[src/rtl/invaders_pkg.sv]
// Shared definitions for the invaders playfield blocks.
//   FIELD_W  : playfield width in columns
//   X_W      : column field width
//   ROW_W    : row field width
//   LAUNCH_Y : row a freshly fired bullet appears on
//   PARK_Y   : row an idle bullet sits on (row 0 never matches an alien)
//   X_MAX    : right-most legal column
//   state_t  : player bullet FSM states
package invaders_pkg;

  localparam int FIELD_W = 20;
  localparam int X_W     = 5;
  localparam int ROW_W   = 4;

  localparam logic [ROW_W-1:0] LAUNCH_Y = 4'd14;
  localparam logic [ROW_W-1:0] PARK_Y   = 4'd0;
  localparam logic [X_W-1:0]   X_MAX    = 5'd19;

  typedef enum logic [1:0] {
    IDLE = 2'd0,
    FLY  = 2'd1,
    COOL = 2'd2
  } state_t;

  // Columns past the right edge of the field pin to the last column.
  function automatic logic [X_W-1:0] clamp_x(input logic [X_W-1:0] x);
    return (x > X_MAX) ? X_MAX : x;
  endfunction

endpackage

[src/rtl/tick_gen.sv]
// Prescaler producing a one-cycle tick every SPEED clocks.
//   i_clk   : clock
//   i_reset : asynchronous active-high reset
//   i_clear : restart the count at 0 on the next edge
//   o_tick  : high for one cycle while the count sits at SPEED-1
module tick_gen #(
  parameter int SPEED = 20000
) (
  input  logic i_clk,
  input  logic i_reset,
  input  logic i_clear,
  output logic o_tick
);

  localparam int CNT_W = (SPEED > 1) ? $clog2(SPEED) : 1;
  localparam logic [CNT_W-1:0] CNT_MAX = CNT_W'(SPEED - 1);

  logic [CNT_W-1:0] cnt_q, cnt_d;

  always_comb begin
    o_tick = (cnt_q == CNT_MAX);
    cnt_d  = cnt_q + CNT_W'(1);
    if (i_clear || o_tick) begin
      cnt_d = '0;
    end
  end

  always_ff @(posedge i_clk or posedge i_reset) begin
    if (i_reset) begin
      cnt_q <= '0;
    end else begin
      cnt_q <= cnt_d;
    end
  end

endmodule

[src/rtl/player_bullet.sv]
// Player-side shooter: one bullet at a time, launched on a fire press, stepping
// up one row per tick, retired on a hit or on leaving the top row, with a
// saturating hit score.
//   i_clk_25MHz : system clock
//   i_reset     : asynchronous active-high reset
//   i_fire      : fire button level (synchronous)
//   i_player_x  : cannon column, clamped to 0..19
//   i_hit       : hit flag from the invaders block (level, edge-detected here)
//   o_bullet_x  : bullet column (held after retire)
//   o_bullet_y  : bullet row, 0 = top / parked
//   o_active    : bullet in flight
//   o_ready     : a fire press is accepted this cycle
//   o_score     : hit count, saturating at 255
//   o_dbg_state : current FSM state (IDLE=0, FLY=1, COOL=2)
// Handshake: i_fire is not a valid/ready pair; a rising edge of i_fire in a
// cycle where o_ready is high launches a shot, any other press is dropped.
module player_bullet
  import invaders_pkg::*;
#(
  parameter int SPEED    = 20000,
  parameter int COOLDOWN = 3
) (
  input  logic             i_clk_25MHz,
  input  logic             i_reset,
  input  logic             i_fire,
  input  logic [X_W-1:0]   i_player_x,
  input  logic             i_hit,
  output logic [X_W-1:0]   o_bullet_x,
  output logic [ROW_W-1:0] o_bullet_y,
  output logic             o_active,
  output logic             o_ready,
  output logic [7:0]       o_score,
  output logic [1:0]       o_dbg_state
);

  localparam int COOL_W = (COOLDOWN > 1) ? $clog2(COOLDOWN) : 1;
  localparam logic [COOL_W-1:0] COOL_LAST = COOL_W'((COOLDOWN > 0) ? COOLDOWN - 1 : 0);
  localparam state_t RETIRE_TO = (COOLDOWN > 0) ? COOL : IDLE;

  state_t             state_q, state_d;
  logic               fire_q, hit_q;
  logic [X_W-1:0]     x_q, x_d;
  logic [ROW_W-1:0]   y_q, y_d;
  logic [7:0]         score_q, score_d;
  logic [COOL_W-1:0]  cool_q, cool_d;

  logic fire_rise, hit_rise, tick, tick_clear, retire;

  assign fire_rise = i_fire & ~fire_q;
  assign hit_rise  = i_hit & ~hit_q;

  // The step counter restarts on launch and on retire so the first step and
  // the cooldown both run a full SPEED period.
  tick_gen #(.SPEED(SPEED)) u_tick (
    .i_clk   (i_clk_25MHz),
    .i_reset (i_reset),
    .i_clear (tick_clear),
    .o_tick  (tick)
  );

  // State and datapath registers.
  always_ff @(posedge i_clk_25MHz or posedge i_reset) begin
    if (i_reset) begin
      state_q <= IDLE;
      fire_q  <= 1'b0;
      hit_q   <= 1'b0;
      x_q     <= '0;
      y_q     <= PARK_Y;
      score_q <= '0;
      cool_q  <= '0;
    end else begin
      state_q <= state_d;
      fire_q  <= i_fire;
      hit_q   <= i_hit;
      x_q     <= x_d;
      y_q     <= y_d;
      score_q <= score_d;
      cool_q  <= cool_d;
    end
  end

  // Next-state and datapath updates.
  always_comb begin
    state_d    = state_q;
    x_d        = x_q;
    y_d        = y_q;
    score_d    = score_q;
    cool_d     = cool_q;
    tick_clear = 1'b0;
    retire     = 1'b0;

    case (state_q)
      IDLE: begin
        if (fire_rise) begin
          state_d    = FLY;
          x_d        = clamp_x(i_player_x);
          y_d        = LAUNCH_Y;
          tick_clear = 1'b1;
        end
      end
      FLY: begin
        // A hit beats a coincident tick: the bullet retires without stepping.
        if (hit_rise) begin
          retire = 1'b1;
          if (score_q != 8'hFF) begin
            score_d = score_q + 8'd1;
          end
        end else if (tick && (y_q == 4'd1)) begin
          retire = 1'b1;
        end else if (tick) begin
          y_d = y_q - 4'd1;
        end
        if (retire) begin
          state_d    = RETIRE_TO;
          y_d        = PARK_Y;
          cool_d     = '0;
          tick_clear = 1'b1;
        end
      end
      COOL: begin
        if (tick) begin
          if (cool_q == COOL_LAST) begin
            state_d = IDLE;
          end else begin
            cool_d = cool_q + COOL_W'(1);
          end
        end
      end
      default: begin
        state_d = IDLE;
      end
    endcase
  end

  // Outputs.
  always_comb begin
    o_bullet_x  = x_q;
    o_bullet_y  = y_q;
    o_active    = (state_q == FLY);
    o_ready     = (state_q == IDLE);
    o_score     = score_q;
    o_dbg_state = state_q;
  end

endmodule
[config.mk]
export PLATFORM = sky130hd
export DESIGN_NAME = player_bullet
export DESIGN_NICKNAME = d
export VERILOG_FILES = /design/src/rtl/invaders_pkg.sv /design/src/rtl/tick_gen.sv /design/src/rtl/player_bullet.sv
export SDC_FILE = /design/constraint.sdc
export NUM_CORES = 1
export LEC_CHECK = 0
export CORE_MARGIN = 2
export CORE_UTILIZATION = 53
export CTS_CLUSTER_DIAMETER = 100
export DETAILED_ROUTE_END_ITERATION = 16
export PLACE_DENSITY = 0.79
export REMOVE_ABC_BUFFERS = 1
export SYNTH_ARGS = -nofsm -noshare
export SYNTH_HDL_FRONTEND = slang
export SYNTH_HIERARCHICAL = 1
export SYNTH_SLANG_ARGS = --single-unit
[constraint.sdc]
create_clock -name i_clk_25MHz -period 3.4 [get_ports i_clk_25MHz]
set_clock_uncertainty 0.05 [all_clocks]
set_input_delay 0.34 -clock i_clk_25MHz [delete_from_list [all_inputs] [get_ports i_clk_25MHz]]
set_output_delay 0.34 -clock i_clk_25MHz [all_outputs]
set_load 0.01 [all_outputs]
* Word-level counts from Yosys, hierarchy flattened
Cells that the tools add are included.
** Word-level totals
- Bits in registers :: 38
- Logic and storage cells :: 64
** Cells by class
- Equality and inequality tests :: 14
- Muxes and demuxes :: 23
- Reductions and logical operators :: 10
- Bitwise logic cells :: 4
- Magnitude comparators :: 1
- Add/subtract/negate cells :: 4
** Operator list (count)
- 4-bit two-way mux :: 5
- 15-bit by 1-bit adder with 15-bit output (second input constant) :: 1
- 15-bit equality test (second input constant) :: 1
- 15-bit two-way mux :: 1
- 2-bit two-way mux :: 7
- 8-bit by 1-bit adder with 8-bit output (second input constant) :: 1
- 8-bit != test (second input constant) :: 1
- 4-bit case mux with 2 select lines :: 1
- 4-bit AND reduction :: 2
- 2-bit != test (second input constant) :: 3
- 3-bit by 2-bit != test with 1-bit output (second input constant) :: 2
- 2-bit case mux with 3 select lines :: 1
- 5-bit greater-than comparator (second input constant) :: 1
- 1-bit two-way mux :: 5
- 5-bit two-way mux :: 1
- 5-bit AND reduction :: 1
- 2-bit equality test (second input constant) :: 2
- 4-bit by 1-bit equality test with 1-bit output (second input constant) :: 1
- 2-bit by 1-bit != test with 1-bit output (second input constant) :: 2
- 2-bit case mux with 2 select lines :: 1
- 2-bit nonzero test :: 2
- 4-bit by 1-bit subtractor with 4-bit output (second input constant) :: 1
- 3-bit by 1-bit != test with 1-bit output (second input constant) :: 1
- 3-bit AND reduction :: 1
- 9 further kinds :: 11

* Depth between registers and ports, before layout
- Depth after elaboration :: 9
- Mapped depth :: 9
- Mapped depth without buffers :: 8

* Cells and area by module
The synthesis kept the hierarchy.
** Modules (own cells, without submodules)
- player_bullet :: area an instance 1149.9 um2, times used 1, sequential area each 575.6 um2, cells an instance 117
- tick_gen :: area an instance 798.3 um2, times used 1, sequential area each 375.4 um2, cells an instance 79

* Worst setup path before layout
OpenSTA, ideal clock, no wires.
- Path kind :: register to register
- From :: register u_tick.cnt_q[8]
- To :: register u_tick.cnt_q[11]
- Library setup time :: 0.119 ns
- Required time :: 3.231 ns
- Clock period less this slack :: 2.389 ns
- Cell stages (with the launch flop) :: 9
- Path slack :: 1.011 ns
- Arrival :: 2.220 ns
- Cell sequence :: dfrtp_1 or4b_4 nor4_4 nand3b_1 o21ba_2 a21oi_1 or2_4 buf_12 nor2_2
** Between the ends
- Word-level cells in the longest chain between the ends :: 9
- Elaborated cells on any way between the ends :: 10
- Classes of those cells :: add/sub (1); eq/ne (1); mux (6); reduce/logical (2)
** RTL lines
- start, declared :: RTL line tick_gen.sv:18 : logic [CNT_W-1:0] cnt_q, cnt_d;
- start signal, assigned :: RTL line tick_gen.sv:32 : cnt_q <= cnt_d;
- 15-bit equality test :: RTL line tick_gen.sv:21 : o_tick = (cnt_q == CNT_MAX);
- named net tick :: RTL line player_bullet.sv:47 : logic fire_rise, hit_rise, tick, tick_clear, retire;
- 1-bit logical AND :: RTL line player_bullet.sv:108 : end else if (tick && (y_q == 4'd1)) begin
- 1-bit two-way mux :: RTL line player_bullet.sv:108
- 1-bit two-way mux :: RTL line player_bullet.sv:103 : if (hit_rise) begin
- 1-bit two-way mux :: RTL line player_bullet.sv:92 : case (state_q)
- 1-bit two-way mux :: RTL line player_bullet.sv:113 : if (retire) begin
- 1-bit case mux with 2 select lines :: RTL line player_bullet.sv:92
- named net tick_clear :: RTL line player_bullet.sv:47
- 1-bit logical OR :: RTL line tick_gen.sv:23 : if (i_clear || o_tick) begin
- 15-bit two-way mux :: RTL line tick_gen.sv:23
- named net u_tick.cnt_d[11] :: RTL line tick_gen.sv:18
The timed path passes the listed nets, and every way through them passes these cells. The select of a mux whose other input is x is not followed.
A chain may end at the register's enable or synchronous reset.

* Worst setup path after layout
- From :: register u_tick.cnt_q[8]
- To :: register u_tick.cnt_q[3]
Same word-level chain as after synthesis.

==> results.json <==
{
  "synth_largest_area_cell": "sky130_fd_sc_hd__dfrtp_1",
  "floorplan.die.width_um": 64.63,
  "coreArea_mm2": 0.003606,
  "r2r-end": "u_tick/cnt_q[3]$_DFF_PP0_",
  "yosys_warnings": 6,
  "post_route_cells_drive_above_1_share_pct": 13.04,
  "routed_via_density": 5.554,
  "crit_path_max_incr_delay_ps": 550,
  "antenna_found_initial": 0,
  "synth_mux_area_share_pct": 2.312,
  "critical_path_cell_by_cell": "or4b_4 -> nor4_4 -> nand3b_1 -> o21ba_2 -> a21oi_1 -> or2_4 -> nor2_1",
  "cell_leakage_power_nw": 1.012,
  "grt_max_degree": 24,
  "cts_tree": "yes",
  "final.min_clock_period_ps": 2658,
  "worstHoldPathType": "in -> async",
  "syn_avg_cell_area_um2": 9.939,
  "n_antenna_cell": 0,
  "routedWlPerCell_um": 14.15,
  "grt_use_total_pct": 21.66,
  "p_per_area_mw_per_mm2": 364.4,
  "clockRootBuffer": "sky130_fd_sc_hd__clkbuf_8",
  "number_of_levels_in_the_clock_h_tree": 2,
  "mostFrequentLayoutCells": "sky130_fd_sc_hd__dfrtp_1, sky130_fd_sc_hd__clkdlybuf4s50_1, sky130_fd_sc_hd__nand2_1",
  "run_status": "complete, no violations",
  "dr_total_vias": 1544,
  "fp.dieH_um": 64.63,
  "grt_pass1_vias": 1529,
  "setup-tns-final_ps": 0,
  "routabilityCongestion": 0.8462,
  "worstSetupStartpointType": "flip-flop",
  "cts_post_setup_buffers_inserted": 0,
  "mappedNetlistArea_mm2": 0.001948,
  "design.portCount": 30,
  "maxClockFrequency_mhz": 376.2,
  "finalInstanceArea_mm2": 0.002377,
  "total_cell_area_at_the_placement_stage_mm2": 0.002263,
  "synthXorXnorAreaFrac_pct": 6.744,
  "total_grt_overflow": 0,
  "timing_worst_slew_pin_value_ps": 852.4,
  "slowest_stage": "sky130_fd_sc_hd__or4b_4",
  "reg2reg_depth": 7,
  "clkSinkCount": 38,
  "drt.antenna.violating_nets": 0,
  "synth_compound_area_share_pct": 9.441,
  "top_cells_by_area_synth": "sky130_fd_sc_hd__dfrtp_1, sky130_fd_sc_hd__xnor2_1, sky130_fd_sc_hd__nand2_1",
  "rsz_0062_raised_after_global_routing": "no",
  "hpwl_mm": 2.816,
  "synth.distinct_cells": 42,
  "dr.first_iter.drc_count": 111,
  "design.final.nets": 243,
  "post_synth_fa_ha_maj_area_fraction_pct": 3.211,
  "synth-edff-count": 0,
  "post_synth_and_or_nand_nor_area_fraction_pct": 25.18,
  "setup_viol": 0,
  "design.die.area_mm2": 0.004176,
  "number_of_violations_of_the_max_capacitance_limit": 0,
  "timing_worst_setup_path_type": "reg -> reg",
  "r2r_start": "u_tick/cnt_q[8]$_DFF_PP0_",
  "floorplan.rows": 22,
  "critical_path_peak_fanout": 13,
  "synth_top_family_by_area": "simple AND/OR/NAND/NOR gates",
  "relSlewSlack_pct": 43.11,
  "finalHoldViolCount": 0,
  "insertion_delay_ps": 290,
  "cts.clk_slew.worst_paths_ps": 80,
  "synth_flop_cell": "sky130_fd_sc_hd__dfrtp_1",
  "final_common_cell": "sky130_fd_sc_hd__dfrtp_1",
  "drt_wl_total_mm": 3.933,
  "cp.required_ps": 3520,
  "synth_seq_area_share_pct": 48.81,
  "postLayoutCoreUtil_pct": 65.93,
  "layout-area-overhead-vs-synth_pct": 22.03,
  "cts.repair.resized": 0,
  "synth-async-reset-ratio_pct": 100.0,
  "post-route-period-util_pct": 78.18,
  "syn-instance-count": 196,
  "r2r_setup_slk_ps": 740,
  "cts-root-to-sink-buffers": 2,
  "portBuffers": 29,
  "share_of_the_synthesized_area_in_the_top_cell_type_pct": 48.81,
  "cts.hold.buffers_added": 0,
  "grt_pass1_wl_mm": 6.955,
  "drc_violations": 0,
  "maxSlewViolCount": 0,
  "setup.worst_path.end_class": "flip-flop",
  "tritoncts.num_buffers": 5,
  "drt_pre_antenna_iters": 4,
  "postSynthRegisterBits": 38,
  "ir_worst_vdd_uv": 253.3,
  "critical_path_arrival_ps": 2780,
  "initial_core_util_pct": 54.02
}
## flip-flops by register name, summed over array words and instances (netlist names)
register and flops:
fire_q 1, o_bullet_y 4, o_score 8, cool_q 2, o_dbg_state 2, o_bullet_x 5
hit_q 1, u_tick/cnt_q 15
## synthesized netlist by cell type, types with 2 or more instances
master and count:
sky130_fd_sc_hd__o22a_1 2, sky130_fd_sc_hd__nor3_1 5, sky130_fd_sc_hd__xnor2_1 13, sky130_fd_sc_hd__nand4_1 7, sky130_fd_sc_hd__nand3_1 7, sky130_fd_sc_hd__o21ai_0 11
sky130_fd_sc_hd__nand3b_1 3, sky130_fd_sc_hd__nor2_1 15, sky130_fd_sc_hd__nand2_1 24, sky130_fd_sc_hd__dfrtp_1 38, sky130_fd_sc_hd__nor4_1 4, sky130_fd_sc_hd__ha_1 5
sky130_fd_sc_hd__mux2_2 3, sky130_fd_sc_hd__nand2b_1 2, sky130_fd_sc_hd__nor2_2 10, sky130_fd_sc_hd__a21oi_1 6, sky130_fd_sc_hd__nor2b_1 2, sky130_fd_sc_hd__xor2_1 2
sky130_fd_sc_hd__inv_1 13, sky130_fd_sc_hd__a221oi_1 2
## through the flow
stage / worst slack [ps] / hold WS [ps] / cells / total power [mW]
floorplan: 1034 / 191.5 / 193 / 0.4734
global placement: 859.1 / 400.3 / 270 / 0.4868
detailed placement: 790.1 / 408.5 / 270 / 0.4872
CTS: 769.5 / 399.0 / 278 / 0.8737
global route: 459.9 / 445.9 / 278 / 0.8984
finish: 741.9 / 381.3 / 278 / 0.8663
## logic make-up (layout without fill, tap and decap cells)
group,after synthesis,in the layout
AND/OR/NAND/NOR,89,89
flip-flops,38,38
AO/OA/AOI/OAI,29,29
buffers and inverters,16,50
XOR/XNOR,15,15
adder cells (fa/ha/maj),5,5
multiplexers,4,4
## worst max-delay path by stage
stage | from | end | slack [ps] | depth (start not counted)
3_5_place_dp | u_tick/cnt_q[8]$_DFF_PP0_ | u_tick/cnt_q[14]$_DFF_PP0_ | 790 | 7
6_report | u_tick/cnt_q[8]$_DFF_PP0_ | u_tick/cnt_q[3]$_DFF_PP0_ | 740 | 7
2_1_floorplan | u_tick/cnt_q[8]$_DFF_PP0_ | u_tick/cnt_q[14]$_DFF_PP0_ | 1030 | 7
5_1_grt | u_tick/cnt_q[0]$_DFF_PP0_ | u_tick/cnt_q[5]$_DFF_PP0_ | 460 | 8
3_3_place_gp | u_tick/cnt_q[8]$_DFF_PP0_ | u_tick/cnt_q[3]$_DFF_PP0_ | 860 | 7
4_1_cts | u_tick/cnt_q[8]$_DFF_PP0_ | u_tick/cnt_q[3]$_DFF_PP0_ | 770 | 7
## worst max-delay path, delay by kind of cell, from the launching register on
| kind | cells | cell delay [ps] |
|---|---|---|
| AO/OA/AOI/OAI | 2 | 510 |
| AND/OR/NAND/NOR | 5 | 1530 |
| flip-flops | 1 | 450 |
## cell type report
| cell class | count | area (um2) |
|---|---|---|
| clock buffer | 5 | 68.82 |
| clock inverter | 3 | 45.04 |
| fill | 309 | 1229 |
| inverter | 13 | 48.80 |
| multi-input combinational | 142 | 913.4 |
| sequential | 38 | 950.9 |
| tap | 48 | 60.06 |
| timing repair buffer | 29 | 290.3 |
## metal layers
layer  up-vias  part of all wire, %  global-route usage, %
li1        740                    -                      -
met1       740                   45                  28.08
met2        56                   48                  34.77
met3         8                  6.2                  6.250
met4         0                  1.2                  7.713
met5         -                    0                      0
## power by group
group	internal (mW)	switching (mW)
clock	0.218	0.171
sequential	0.453	0.000397
combinational	0.0106	0.0137
Note: power is estimated with default switching activity, not from simulation.
